`src/rtl/systolic_skew_feeder.sv`:
```
// Re-times full rows of matrix a into the diagonal order a systolic array consumes, then zero-flushes it.
// Optional build macro SKEW_ZERO_FILL_EN: blanks every lane position that carries no real data.
module systolic_skew_feeder #(
  parameter int BitSize     = 8,
  parameter int NumOfInputs = 2,
  parameter int NumOfNerves = 2,
  parameter int NumOfRows   = 4
) (
  input  logic                           clk,
  input  logic                           res_n,
  input  logic                           stall,
  input  logic                           in_valid,
  input  logic                           in_start,
  input  logic [NumOfInputs*BitSize-1:0] in_data,
  output logic                           in_ready,
  output logic                           out_valid,
  output logic                           out_start,
  output logic [NumOfInputs*BitSize-1:0] out_data,
  output logic                           out_last
);

  localparam int FlushLen  = NumOfInputs - 1 + NumOfNerves;
  localparam int FlushCntW = (FlushLen < 2) ? 1 : $clog2(FlushLen);
  localparam int RowCntW   = $clog2(NumOfRows + 1);

  localparam logic [FlushCntW-1:0] FlushLast = FlushCntW'(FlushLen - 1);
  localparam logic [RowCntW-1:0]   RowsLast  = RowCntW'(NumOfRows - 1);

  localparam logic [1:0] IDLE   = 2'd0;
  localparam logic [1:0] STREAM = 2'd1;
  localparam logic [1:0] FLUSH  = 2'd2;

  logic [1:0]           state_q, state_d;
  logic [RowCntW-1:0]   row_cnt_q, row_cnt_d;
  logic [FlushCntW-1:0] flush_cnt_q, flush_cnt_d;
  logic                 out_valid_q, out_start_q, out_last_q;
  logic                 advance, load, last_beat, flushing;

  assign in_ready = !stall && (state_q != FLUSH);
  assign flushing = (state_q == FLUSH);

  // NOTE: every variable gets a default before the case so no path leaves it unassigned (no latch).
  always_comb begin
    state_d     = state_q;
    row_cnt_d   = row_cnt_q;
    flush_cnt_d = flush_cnt_q;
    advance     = 1'b0;
    load        = 1'b0;
    last_beat   = 1'b0;
    case (state_q)
      IDLE: begin
        if (in_valid && in_ready && in_start) begin
          load        = 1'b1;
          advance     = 1'b1;
          row_cnt_d   = RowCntW'(1);
          flush_cnt_d = '0;
          state_d     = (NumOfRows == 1) ? FLUSH : STREAM;
        end
      end
      STREAM: begin
        if (in_valid && in_ready) begin
          advance   = 1'b1;
          row_cnt_d = row_cnt_q + RowCntW'(1);
          if (row_cnt_q == RowsLast) begin
            state_d     = FLUSH;
            flush_cnt_d = '0;
          end
        end
      end
      FLUSH: begin
        if (!stall) begin
          advance     = 1'b1;
          flush_cnt_d = flush_cnt_q + FlushCntW'(1);
          if (flush_cnt_q == FlushLast) begin
            last_beat = 1'b1;
            state_d   = IDLE;
          end
        end
      end
      default: state_d = IDLE;
    endcase
  end

  // NOTE: sequential state uses non-blocking assignments so all registers update from pre-edge values.
  always_ff @(posedge clk or negedge res_n) begin
    if (!res_n) begin
      state_q     <= IDLE;
      row_cnt_q   <= '0;
      flush_cnt_q <= '0;
      out_valid_q <= 1'b0;
      out_start_q <= 1'b0;
      out_last_q  <= 1'b0;
    end else begin
      state_q     <= state_d;
      row_cnt_q   <= row_cnt_d;
      flush_cnt_q <= flush_cnt_d;
      out_valid_q <= advance;
      out_start_q <= load;
      out_last_q  <= last_beat;
    end
  end

  assign out_valid = out_valid_q;
  assign out_start = out_start_q;
  assign out_last  = out_last_q;

  // Lane k is a (k+1)-deep shift chain; its last stage drives lane k of out_data.
  for (genvar k = 0; k < NumOfInputs; k++) begin : g_lane
    logic [BitSize-1:0] data_q [k+1];
    logic [BitSize-1:0] lane_d;

    assign lane_d = flushing ? '0 : in_data[(NumOfInputs-1-k)*BitSize +: BitSize];

    // NOTE: the chains are register arrays that must read zero straight out of reset, so they are reset.
    always_ff @(posedge clk or negedge res_n) begin
      if (!res_n) begin
        for (int i = 0; i <= k; i++) data_q[i] <= '0;
      end else if (advance) begin
        data_q[0] <= lane_d;
        for (int i = 1; i <= k; i++) data_q[i] <= data_q[i-1];
      end
    end

`ifdef SKEW_ZERO_FILL_EN
    logic [k:0] tag_q, tag_d;

    always_comb begin
      tag_d    = tag_q << 1;
      tag_d[0] = !flushing;
    end

    always_ff @(posedge clk or negedge res_n) begin
      if (!res_n)       tag_q <= '0;
      else if (advance) tag_q <= tag_d;
    end

    assign out_data[(NumOfInputs-1-k)*BitSize +: BitSize] = tag_q[k] ? data_q[k] : '0;
`else
    assign out_data[(NumOfInputs-1-k)*BitSize +: BitSize] = data_q[k];
`endif
  end

  // A zero-length flush (one input, no columns) cannot produce an out_last beat.
  always @(posedge clk) begin
    if (res_n) assert (FlushLen > 0);
  end

endmodule
```
`config.mk`:
```
export PLATFORM = sky130hd
export DESIGN_NAME = systolic_skew_feeder
export DESIGN_NICKNAME = d
export VERILOG_FILES = /design/src/rtl/systolic_skew_feeder.sv
export SDC_FILE = /design/constraint.sdc
export NUM_CORES = 1
export LEC_CHECK = 0
export BUFFER_PORTS_ARGS = -buffer_cell sky130_fd_sc_hd__buf_2
export CAP_MARGIN = 40
export CORE_MARGIN = 2
export CORE_UTILIZATION = 40
export DETAILED_ROUTE_END_ITERATION = 16
export PLACE_DENSITY = 0.74
export SYNTH_ARGS = -nofsm -noshare
export SYNTH_HDL_FRONTEND = slang
export SYNTH_SLANG_ARGS = --single-unit
```
`constraint.sdc`:
```
create_clock -name clk -period 1.78 [get_ports clk]
set_input_delay 0.267 -clock clk [delete_from_list [all_inputs] [get_ports clk]]
set_output_delay 0.267 -clock clk [all_outputs]
set_load 0.02 [all_outputs]
```
# == After elaboration in Yosys (flattened, before gate mapping) ==
# Index checks and enable logic that the tools add are counted.
# word_totals
inputBits,21
elab_cells,55
regBits,34
# op_classes
n_eq_ne,10
n_mux,24
reduce_logical,10
addsub,2
# op_table
operator,n
$mux 2,9
$mux 8,2
$pmux 2 s3,2
$ne 2x2->1 const B,5
$reduce_and 5->1,2
$mux 1,7
$mux 3,2
$pmux 3 s2,1
$eq 2x2->1 const B,2
$add 3x1->3 const B,1
$eq 3x2->1 const B,1
$logic_and 1x1->1,3
$pmux 1 s3,1
$reduce_and 3->1,1
$reduce_bool 3->1,1
$add 2x1->2 const B,1
$eq 2x1->1 const B,1
$logic_not 2->1,1
$ne 2x1->1 const B,1
$reduce_bool 2->1,1
$logic_not 1->1,1

# == Longest topological paths before layout ==
# Gate-level depths: netlist of run 1.
# logic_depth
ltp_word,6
ltp_mapped,6
ltp_nobuf,5

# == Worst setup path after synthesis of run 1 ==
# Ideal clock, no wire load.
# synth_path
path_kind,register to output
from,register state_q[1]
to,output port in_ready
slack_ns,0.465
arrival_time_ns,1.048
path_stages_with_launch,5
path_buffers,2
cell_sequence,dfrtp_1 -> buf_6 -> nor2b_1 -> buf_2 -> nor2_1
# synth_via
elab_chain_cells,2
# synth_lines
element,line_no,source
start: declaration,33,"logic [1:0] state_q, state_d;"
start signal: assignment,94,state_q <= state_d;
$ne 2x2->1,39,assign in_ready = !stall && (state_q != FLUSH);
$logic_and 1x1->1,39,
end: declaration,15,"output logic in_ready,"
# No other way between the ends.

# == Final worst setup path of run 1 ==
# Ends and elaborated chain as after synthesis.

==> impl_metrics.json, run 1 <==
{
  "htreeDepth": 2,
  "yosysWarningCount": 0,
  "drtIter0Drc": 210,
  "fp-row-count": 24,
  "slowest_delay_ns": 0.57,
  "synth_area_mm2": 0.001867,
  "ant_nets": 0,
  "fin_crit_ns": 1.575,
  "ff_latch_area_um2": 850.8,
  "clock_path_buffers": 2,
  "rr_endpoint": "g_lane[0].data_q[0]$_DFFE_PN0P_",
  "cp_slowest_cell": "dfrtp_1",
  "synth_area_leaders": "dfrtp_1 46%, nand2_1 8.2%, o221ai_2 6.4%",
  "post-cts-setup-buffer-count": 0,
  "synth_async_sr_flop_share": 1.000,
  "arrival_ns": 1.31,
  "timing.hold.ws_ns": 0.05120,
  "min_period_over_period": 0.8849,
  "tightest_slew_ns": 0.7620,
  "yosys.area.top_type": "dfrtp_1",
  "fin_util": 0.4904,
  "report.power.total_mw": 3.307,
  "final_nets": 253,
  "viasPerCell": 5.298,
  "clk_latency_ns": 0.29,
  "synth_commonest_cells": "41 x nand2_1, 34 x dfrtp_1, 19 x inv_1, 11 x nor2b_1, 10 x buf_4",
  "syn_nets": 220,
  "crit_required_ns": 1.51,
  "antenna_cells": 0,
  "grt-ovfl-total": 0,
  "worstSetupPathType": "register to output port",
  "cts.sinks": 34,
  "layout-drive-gt1-share": 0.2826,
  "maxSlewHeadroom": 0.4920,
  "hold_buffers": 0,
  "drv_cap": 0,
  "grt_antenna_before_repair": 0,
  "drt_wl_total_um": 3891,
  "die_y_um": 72.32,
  "grt_util_all_layers": 0.1700,
  "cts-root-buf": "clkbuf_8",
  "reg2reg_depth": 4,
  "grt_max_degree": 43,
  "synthDistinctLibCells": 34,
  "tns_ns": 0,
  "start_util": 0.4229,
  "cts_buffers": 5,
  "dieArea_mm2": 0.005229,
  "cts_tree": "yes",
  "min_path_type": "primary input to asynchronous set/reset pin",
  "crit_path_start_kind": "register",
  "dp_hpwl_um": 2716,
  "synth_seq_cells": 34,
  "setup_viol": 0,
  "place_congestion": 0.7646,
  "rsz0062_at_grt": "no",
  "maxSlewViolCount": 0,
  "powerDensity_mw_per_mm2": 1528,
  "io_buffers": 40,
  "fill_cells": 423,
  "instances_no_fill": 282,
  "syn_avg_cell_area_um2": 9.524,
  "yosysSeqAreaShare": 0.4558,
  "timing.rr.start": "state_q[1]$_DFFE_PN0P_",
  "grt_pass1_vias": 1535,
  "ir_drop_uv": 571.3,
  "vias": 1494,
  "routedWlPerCell_um": 13.80,
  "multiInputGateArea_um2": 804.5,
  "drtPass1Iterations": 4,
  "ioPinCount": 41,
  "synthFlopType": "dfrtp_1",
  "outcome": "complete, no violations",
  "yosysMostFrequentCell": "nand2_1",
  "clkSlewWorstSetupHoldPaths_ns": 0.07,
  "post_cts_resized": 0,
  "area_growth_pct": 15.95,
  "skew_ns": 0.002789,
  "fp.dieW_um": 72.32,
  "core_area_mm2": 0.004414,
  "synth_top_cell_area_share": 0.4558,
  "postSynthCellCount": 196,
  "synth-edff-count": 0,
  "grt_pass1_wl_um": 6955,
  "dp.cells": 274,
  "power_leakage_nw": 1.051,
  "hold_violations": 0,
  "rrSetupSlack_ns": 0.31,
  "max_freq_mhz": 634.9,
  "crit_chain": "nor2b_1 -> nor2_1 -> buf_2",
  "end_kind": "output port",
  "crit_fanout": 10,
  "drcViolationCount": 0
}
worst max path at each step:
stage | start | endpoint | slack, ns | cells past startpoint
after detailed placement | state_q[1]$_DFFE_PN0P_ | g_lane[0].data_q[0]$_DFFE_PN0P_ | 0.31 | 4
after CTS | state_q[1]$_DFFE_PN0P_ | in_ready | 0.21 | 3
after global placement | state_q[0]$_DFFE_PN0P_ | g_lane[0].data_q[7]$_DFFE_PN0P_ | 0.20 | 2
after floorplan | state_q[1]$_DFFE_PN0P_ | in_ready | 0.47 | 4
final | state_q[1]$_DFFE_PN0P_ | in_ready | 0.20 | 3
after global routing | state_q[1]$_DFFE_PN0P_ | in_ready | 0.17 | 3
layout by cell type (no fill, tap or decap), types with 2 or more instances in the layout:
master    instances
dfrtp_1          34
nand3_1           9
ha_1              3
clkbuf_8          6
o211ai_1          9
a22oi_1           8
o21ai_0           5
nor2b_1          11
buf_12            2
nand2_1          41
buf_2            40
o221ai_1          8
inv_1            19
o221ai_2          8
nor2_1            2
buf_4             4
stage by stage:
stage	setup slack (ns)	cell area (um^2)
2_1_floorplan	0.4651	1867
3_3_place_gp	0.1985	2062
3_5_place_dp	0.3079	2073
4_1_cts	0.2099	2165
5_1_grt	0.1689	2165
6_report	0.2049	2165
power breakdown:
part | internal (mW) | switching (mW) | total (mW) | leakage [nW]
clock network | 0.312 | 0.280 | 0.592 | 0.0482
registers | 1.10 | 0.260 | 1.36 | 0.390
logic | 0.587 | 0.763 | 1.35 | 0.613
cell families (layout without fill, tap and decap cells):
kind of cell | after synthesis | count (layout) | synth area share
buffers and inverters | 40 | 74 | 0.1133
adder cells (fa/ha/maj) | 3 | 3 | 0.02011
AND/OR/NAND/NOR | 73 | 73 | 0.1944
flip-flops | 34 | 34 | 0.4558
AO/OA/AOI/OAI | 46 | 46 | 0.2165
cell type report:
type                       instances  area share
clock buffer                       7     0.03988
clock inverter                     1    0.002312
inverter                          19     0.03295
multi-input combinational        122      0.3717
sequential                        34      0.3931
tap                               52     0.03006
timing repair buffer              47      0.1301
state kept, by name, summed over array words and instances, names as in the netlist:
| register | count |
|---|---|
| g_lane.data_q | 16 |
| out_data | 8 |
| out_last | 1 |
| state_q | 2 |
| out_start | 1 |
| out_valid | 1 |
| flush_cnt_q | 2 |
| row_cnt_q | 3 |
worst max-delay path: cells and delay by family, from the launching register on:
| family | cells | cell delay, ns |
|---|---|---|
| buffers and inverters | 1 | 0.16 |
| DFF | 1 | 0.57 |
| and+or+nand+nor | 2 | 0.30 |
layer usage:
layer  routed length (um)  vias to the layer above  global-route usage
met1                 1769                      706              0.2292
li1                     -                      741                   -
met3                  219                        6             0.04861
met2                 1858                       41              0.2671
met5                    0                        -                   0
met4                   43                        0             0.05031
No activity file was read; power rests on OpenSTA's default activity.
==> run 2, diff against run 1 <==
- ABC_AREA: default -> 1
- CORE_MARGIN: 2 -> 5
- PLACE_DENSITY: 0.74 -> 0.75
==> impl_metrics.json, run 2 <==
{
  "synth_commonest_cells": "66 x nand2_1, 34 x dfrtp_1, 11 x nand3_2, 10 x buf_4",
  "largest_reg_flops": 16,
  "layout_commonest_cell": "nand2_1",
  "drv_cap": 0,
  "arrival_ns": 1.70,
  "rsz0062_at_grt": "no",
  "final_cell_mix": "66 x nand2_1, 40 x buf_2, 34 x dfrtp_1",
  "yosys.area.top_type": "dfrtp_1",
  "reg2reg_depth": 6,
  "crit_fanout": 24,
  "synth_async_sr_flop_share": 1.000,
  "max_freq_mhz": 654.8,
  "min_path_type": "primary input to asynchronous set/reset pin",
  "setup_slack_ns": 0.2528,
  "clk_latency_ns": 0.28,
  "layout-drive-gt1-share": 0.3218,
  "place_congestion": 0.7877,
  "grt_antenna_before_repair": 0,
  "clkSlewWorstSetupHoldPaths_ns": 0.07,
  "grt_max_degree": 35,
  "skew_ns": 0.004957,
  "fin_crit_ns": 1.527,
  "viasPerCell": 4.576,
  "ioPinCount": 41,
  "cts-root-buf": "clkbuf_8",
  "top_register": "g_lane.data_q",
  "drt_wl_total_um": 2987,
  "worstSetupPathType": "register to register",
  "die_y_um": 72.76,
  "maxSlewHeadroom": 0.5162,
  "final_nets": 225,
  "synth_area_leaders": "dfrtp_1 54%, nand2_1 16%, nand3_2 7.0%",
  "hold_violations": 0,
  "grt_util_all_layers": 0.1307,
  "dp.cells": 242,
  "drcViolationCount": 0,
  "fp-row-count": 22,
  "core_area_mm2": 0.003744,
  "yosysMostFrequentCell": "nand2_1",
  "report.power.total_mw": 2.804,
  "ir_drop_uv": 628.9,
  "synth_top_cell_area_share": 0.5401,
  "grt-ovfl-total": 0,
  "cts_buffers": 5,
  "htreeDepth": 2,
  "yosysWarningCount": 0,
  "min_period_over_period": 0.8580,
  "drtPass1Iterations": 4,
  "synth-edff-count": 0,
  "synthFlopType": "dfrtp_1",
  "dp_hpwl_um": 2139,
  "grt_pass1_wl_um": 5278,
  "yosysSeqAreaShare": 0.5401,
  "crit_required_ns": 1.95,
  "post-cts-setup-buffer-count": 0,
  "synth_seq_cells": 34,
  "fill_cells": 380,
  "io_buffers": 40,
  "tightest_slew_ns": 0.7257,
  "synthDistinctLibCells": 19,
  "post_cts_resized": 0,
  "area_growth_pct": 15.17,
  "cts.sinks": 34,
  "syn_nets": 191,
  "routedWlPerCell_um": 11.95,
  "start_util": 0.4208,
  "drtIter0Drc": 84,
  "ant_nets": 0,
  "tns_ns": 0,
  "clock_path_buffers": 2,
  "syn_avg_cell_area_um2": 9.433,
  "timing.hold.ws_ns": 0.03870,
  "end_kind": "register",
  "dieArea_mm2": 0.005293,
  "cts_tree": "yes",
  "crit_path_start_kind": "register",
  "postSynthCellCount": 167,
  "powerDensity_mw_per_mm2": 1545,
  "fp.dieW_um": 72.76,
  "power_leakage_nw": 1.015,
  "setup_viol": 0,
  "maxSlewViolCount": 0,
  "synth_area_mm2": 0.001575,
  "vias": 1144,
  "dp_slack_ns": 0.2429,
  "instances_no_fill": 250,
  "hold_buffers": 0,
  "outcome": "complete, no violations",
  "grt_pass1_vias": 1217,
  "antenna_cells": 0
}
-- run 2: cell families (layout without fill, tap and decap cells) --
kind of cell	Yosys count	count (layout)	synth area share
flip-flops	34	34	0.5401
AND/OR/NAND/NOR	96	96	0.2939
adder cells (fa/ha/maj)	3	3	0.02383
AO/OA/AOI/OAI	8	8	0.03495
buffers and inverters	26	61	0.1072
-- run 2: metrics by stage --
step                      area, um^2  utilization
final                           1814       0.4846
after global routing            1814       0.4846
after CTS                       1814       0.4846
after detailed placement        1723       0.4602
after global placement          1723       0.4602
after floorplan                 1575            -
-- run 2: power by group --
part / internal (mW) / leakage, nW / switching, mW
sequential: 1.08 / 0.432 / 0.161
clock: 0.312 / 0.0482 / 0.272
combinational: 0.332 / 0.535 / 0.645
total: 1.73 / 1.02 / 1.08
-- run 2: final timing paths --
path / from / endpoint / slack (ns)
hold / removal: res_n / out_start$_DFF_PN0_ / 0.04
hold reg to reg: out_data[1]$_DFFE_PN0P_ / out_data[1]$_DFFE_PN0P_ / 0.47
max in group asynchronous: res_n / g_lane[0].data_q[1]$_DFFE_PN0P_ / 1.27
min in group clk: stall / out_last$_DFF_PN0_ / 0.20
setup / recovery: state_q[1]$_DFFE_PN0P_ / g_lane[0].data_q[4]$_DFFE_PN0P_ / 0.25
setup reg to reg: state_q[1]$_DFFE_PN0P_ / g_lane[0].data_q[4]$_DFFE_PN0P_ / 0.25
-- run 2: critical path: stages (launching register included) --
cell	delay [ns]
dfrtp_1	0.41
inv_1	0.09
o21ai_1	0.12
o21bai_4	0.36
inv_2	0.26
nand2_1	0.12
nand2_1	0.06
-- run 2: per-layer routing --
| metal | track usage | vias up | share of wire |
|---|---|---|---|
| li1 | - | 578 | - |
| met1 | 0.1552 | 535 | 0.44 |
| met2 | 0.2134 | 26 | 0.48 |
| met3 | 0.03444 | 5 | 0.051 |
| met4 | 0.07377 | 0 | 0.023 |
| met5 | 0 | - | 0 |
-- run 2: layout make-up --
class | count | area (um^2) | share of cell area
inverters | 11 | 41.29 | 0.02276
multi-input cells | 107 | 555.5 | 0.3062
clock inverters | 1 | 5.005 | 0.002759
well taps | 48 | 60.06 | 0.03310
clock buffers | 7 | 86.33 | 0.04759
repair buffers | 42 | 215.2 | 0.1186
flip-flops and latches | 34 | 850.8 | 0.4690
==> run 3, diff against run 2 <==
- PLACE_DENSITY: 0.75 -> default
- SKIP_CTS_REPAIR_TIMING: default -> 1
==> impl_metrics.json, run 3 (synthesis gave the netlist of run 2 again) <==
{
  "outcome": "complete, no violations",
  "tns_ns": 0,
  "top_register": "g_lane.data_q",
  "fp-row-count": 22,
  "path_buf_inv": 1,
  "final_nets": 225,
  "wl_met3_um": 207,
  "layout_commonest_cell": "nand2_1",
  "fin_crit_ns": 1.617,
  "crit_chain": "nand2_4 -> nand3_4 -> o21bai_4 -> buf_4 -> nand2_1 -> nand2_1 -> nand2_1",
  "crit_family": "simple AND/OR/NAND/NOR gates",
  "wl_met2_um": 1519,
  "crit_fanout": 22,
  "hold_violations": 0,
  "arrival_ns": 1.79,
  "fill_cells": 386,
  "cts-root-buf": "clkbuf_8",
  "max_freq_mhz": 618.6,
  "ir_drop_uv": 677.9,
  "vias": 1146,
  "fp.dieW_um": 72.76,
  "routedWlPerCell_um": 12.21,
  "critPathLaunch": "state_q[1]$_DFFE_PN0P_",
  "final_cell_mix": "66 x nand2_1, 40 x buf_2, 34 x dfrtp_1",
  "wirelength_met1_um": 1269,
  "maxSlewViolCount": 0,
  "grt-ovfl-total": 0,
  "drcViolationCount": 0,
  "clkSlewWorstSetupHoldPaths_ns": 0.07,
  "core_area_mm2": 0.003744,
  "ioPinCount": 41,
  "dp_hpwl_um": 2254,
  "htreeDepth": 2,
  "cts_buffers": 5,
  "place_congestion": 0.7536,
  "dieArea_mm2": 0.005293,
  "clock_path_buffers": 2,
  "tightest_slew_ns": 0.7356,
  "ant_nets": 0,
  "drt_wl_total_um": 3041,
  "cts_tree": "yes",
  "largest_reg_flops": 16,
  "io_buffers": 40,
  "grt_pass1_vias": 1188,
  "end_kind": "register",
  "crit_path_start_kind": "register",
  "drv_cap": 0,
  "antenna_cells": 0,
  "min_path_type": "primary input to asynchronous set/reset pin",
  "grt_antenna_before_repair": 0,
  "instances_no_fill": 249,
  "grt_util_all_layers": 0.1298,
  "cts.sinks": 34,
  "grt_max_degree": 35,
  "setup_viol": 0,
  "powerDensity_mw_per_mm2": 1528,
  "skew_ns": 0.009450,
  "layout-drive-gt1-share": 0.3234,
  "drtIter0Drc": 76,
  "dp.cells": 243,
  "area_growth_pct": 14.38,
  "min_period_over_period": 0.9082,
  "crit_top_cell": "nand2_1",
  "drtPass1Iterations": 4,
  "start_util": 0.4208,
  "slowest_delay_ns": 0.42,
  "cp_slowest_cell": "dfrtp_1",
  "worstSetupPathType": "register to register",
  "maxSlewHeadroom": 0.5096,
  "rsz0062_at_grt": "no",
  "top_layer": "met4",
  "power_leakage_nw": 1.012,
  "timing.rr.start": "state_q[1]$_DFFE_PN0P_",
  "die_y_um": 72.76,
  "crit_required_ns": 1.95,
  "clk_latency_ns": 0.28,
  "viasPerCell": 4.602,
  "grt_pass1_wl_um": 5306
}
==> run 3: cell count changes in the layout (fill, tap and decap cells not counted) <==
| cell | change |
|---|---|
| clkbuf_1 | -1 |
| clkbuf_8 | -1 |
| clkinv_2 | +1 |
==> run 3: final cells by class <==
class                   count  area [um^2]  share of cell area
clock buffers               5        68.82             0.03819
clock inverters             2        10.01            0.005556
inverters                  11        41.29             0.02292
multi-input cells         107        555.5              0.3083
flip-flops and latches     34        850.8              0.4722
well taps                  48        60.06             0.03333
repair buffers             42        215.2              0.1194
==> run 3: per-layer routing <==
metal,vias up,track usage
li1,581,-
met1,527,0.1524
met2,32,0.2194
met3,6,0.04683
met4,0,0.04303
met5,-,0
==> run 3: path summary, 6_finish.rpt <==
path	endpoint	slack, ns	depth (start not counted)
worst max register to register	flush_cnt_q[1]$_DFFE_PN0P_	0.16	7
worst min-delay path	out_data[2]$_DFFE_PN0P_	0.04	1
max in group asynchronous	out_start$_DFF_PN0_	1.26	1
worst max-delay path	flush_cnt_q[1]$_DFFE_PN0P_	0.16	7
min in group clk	g_lane[0].data_q[1]$_DFFE_PN0P_	0.21	3
worst min register to register	out_data[4]$_DFFE_PN0P_	0.47	2
==> run 3: worst register-to-register path, delay by kind of cell (launching register included) <==
family / cells / cell delay, ns
compound gates: 1 / 0.17
buf+inv: 1 / 0.25
flops: 1 / 0.42
simple gates: 5 / 0.69
==> run 3: through the flow <==
step                      total power [mW]    util  hold slack, ns  area (um^2)  setup WS (ns)
final                                2.752  0.4813         0.03759         1802         0.1634
after global routing                 2.973  0.4813          0.1213         1802        0.03621
after CTS                            2.793  0.4833         0.06481         1809        0.06056
after detailed placement             2.256  0.4622          0.3748         1730         0.3373
after global placement               2.215  0.4622          0.3721         1730         0.4054
after floorplan                      2.072       -        -0.02859         1575         0.4826
==> run 3: power breakdown <==
part           internal (mW)  switching [mW]  leakage, nW  total [mW]
combinational          0.338           0.654        0.536       0.991
clock                  0.262           0.266       0.0438       0.528
sequential              1.08           0.152        0.432        1.23
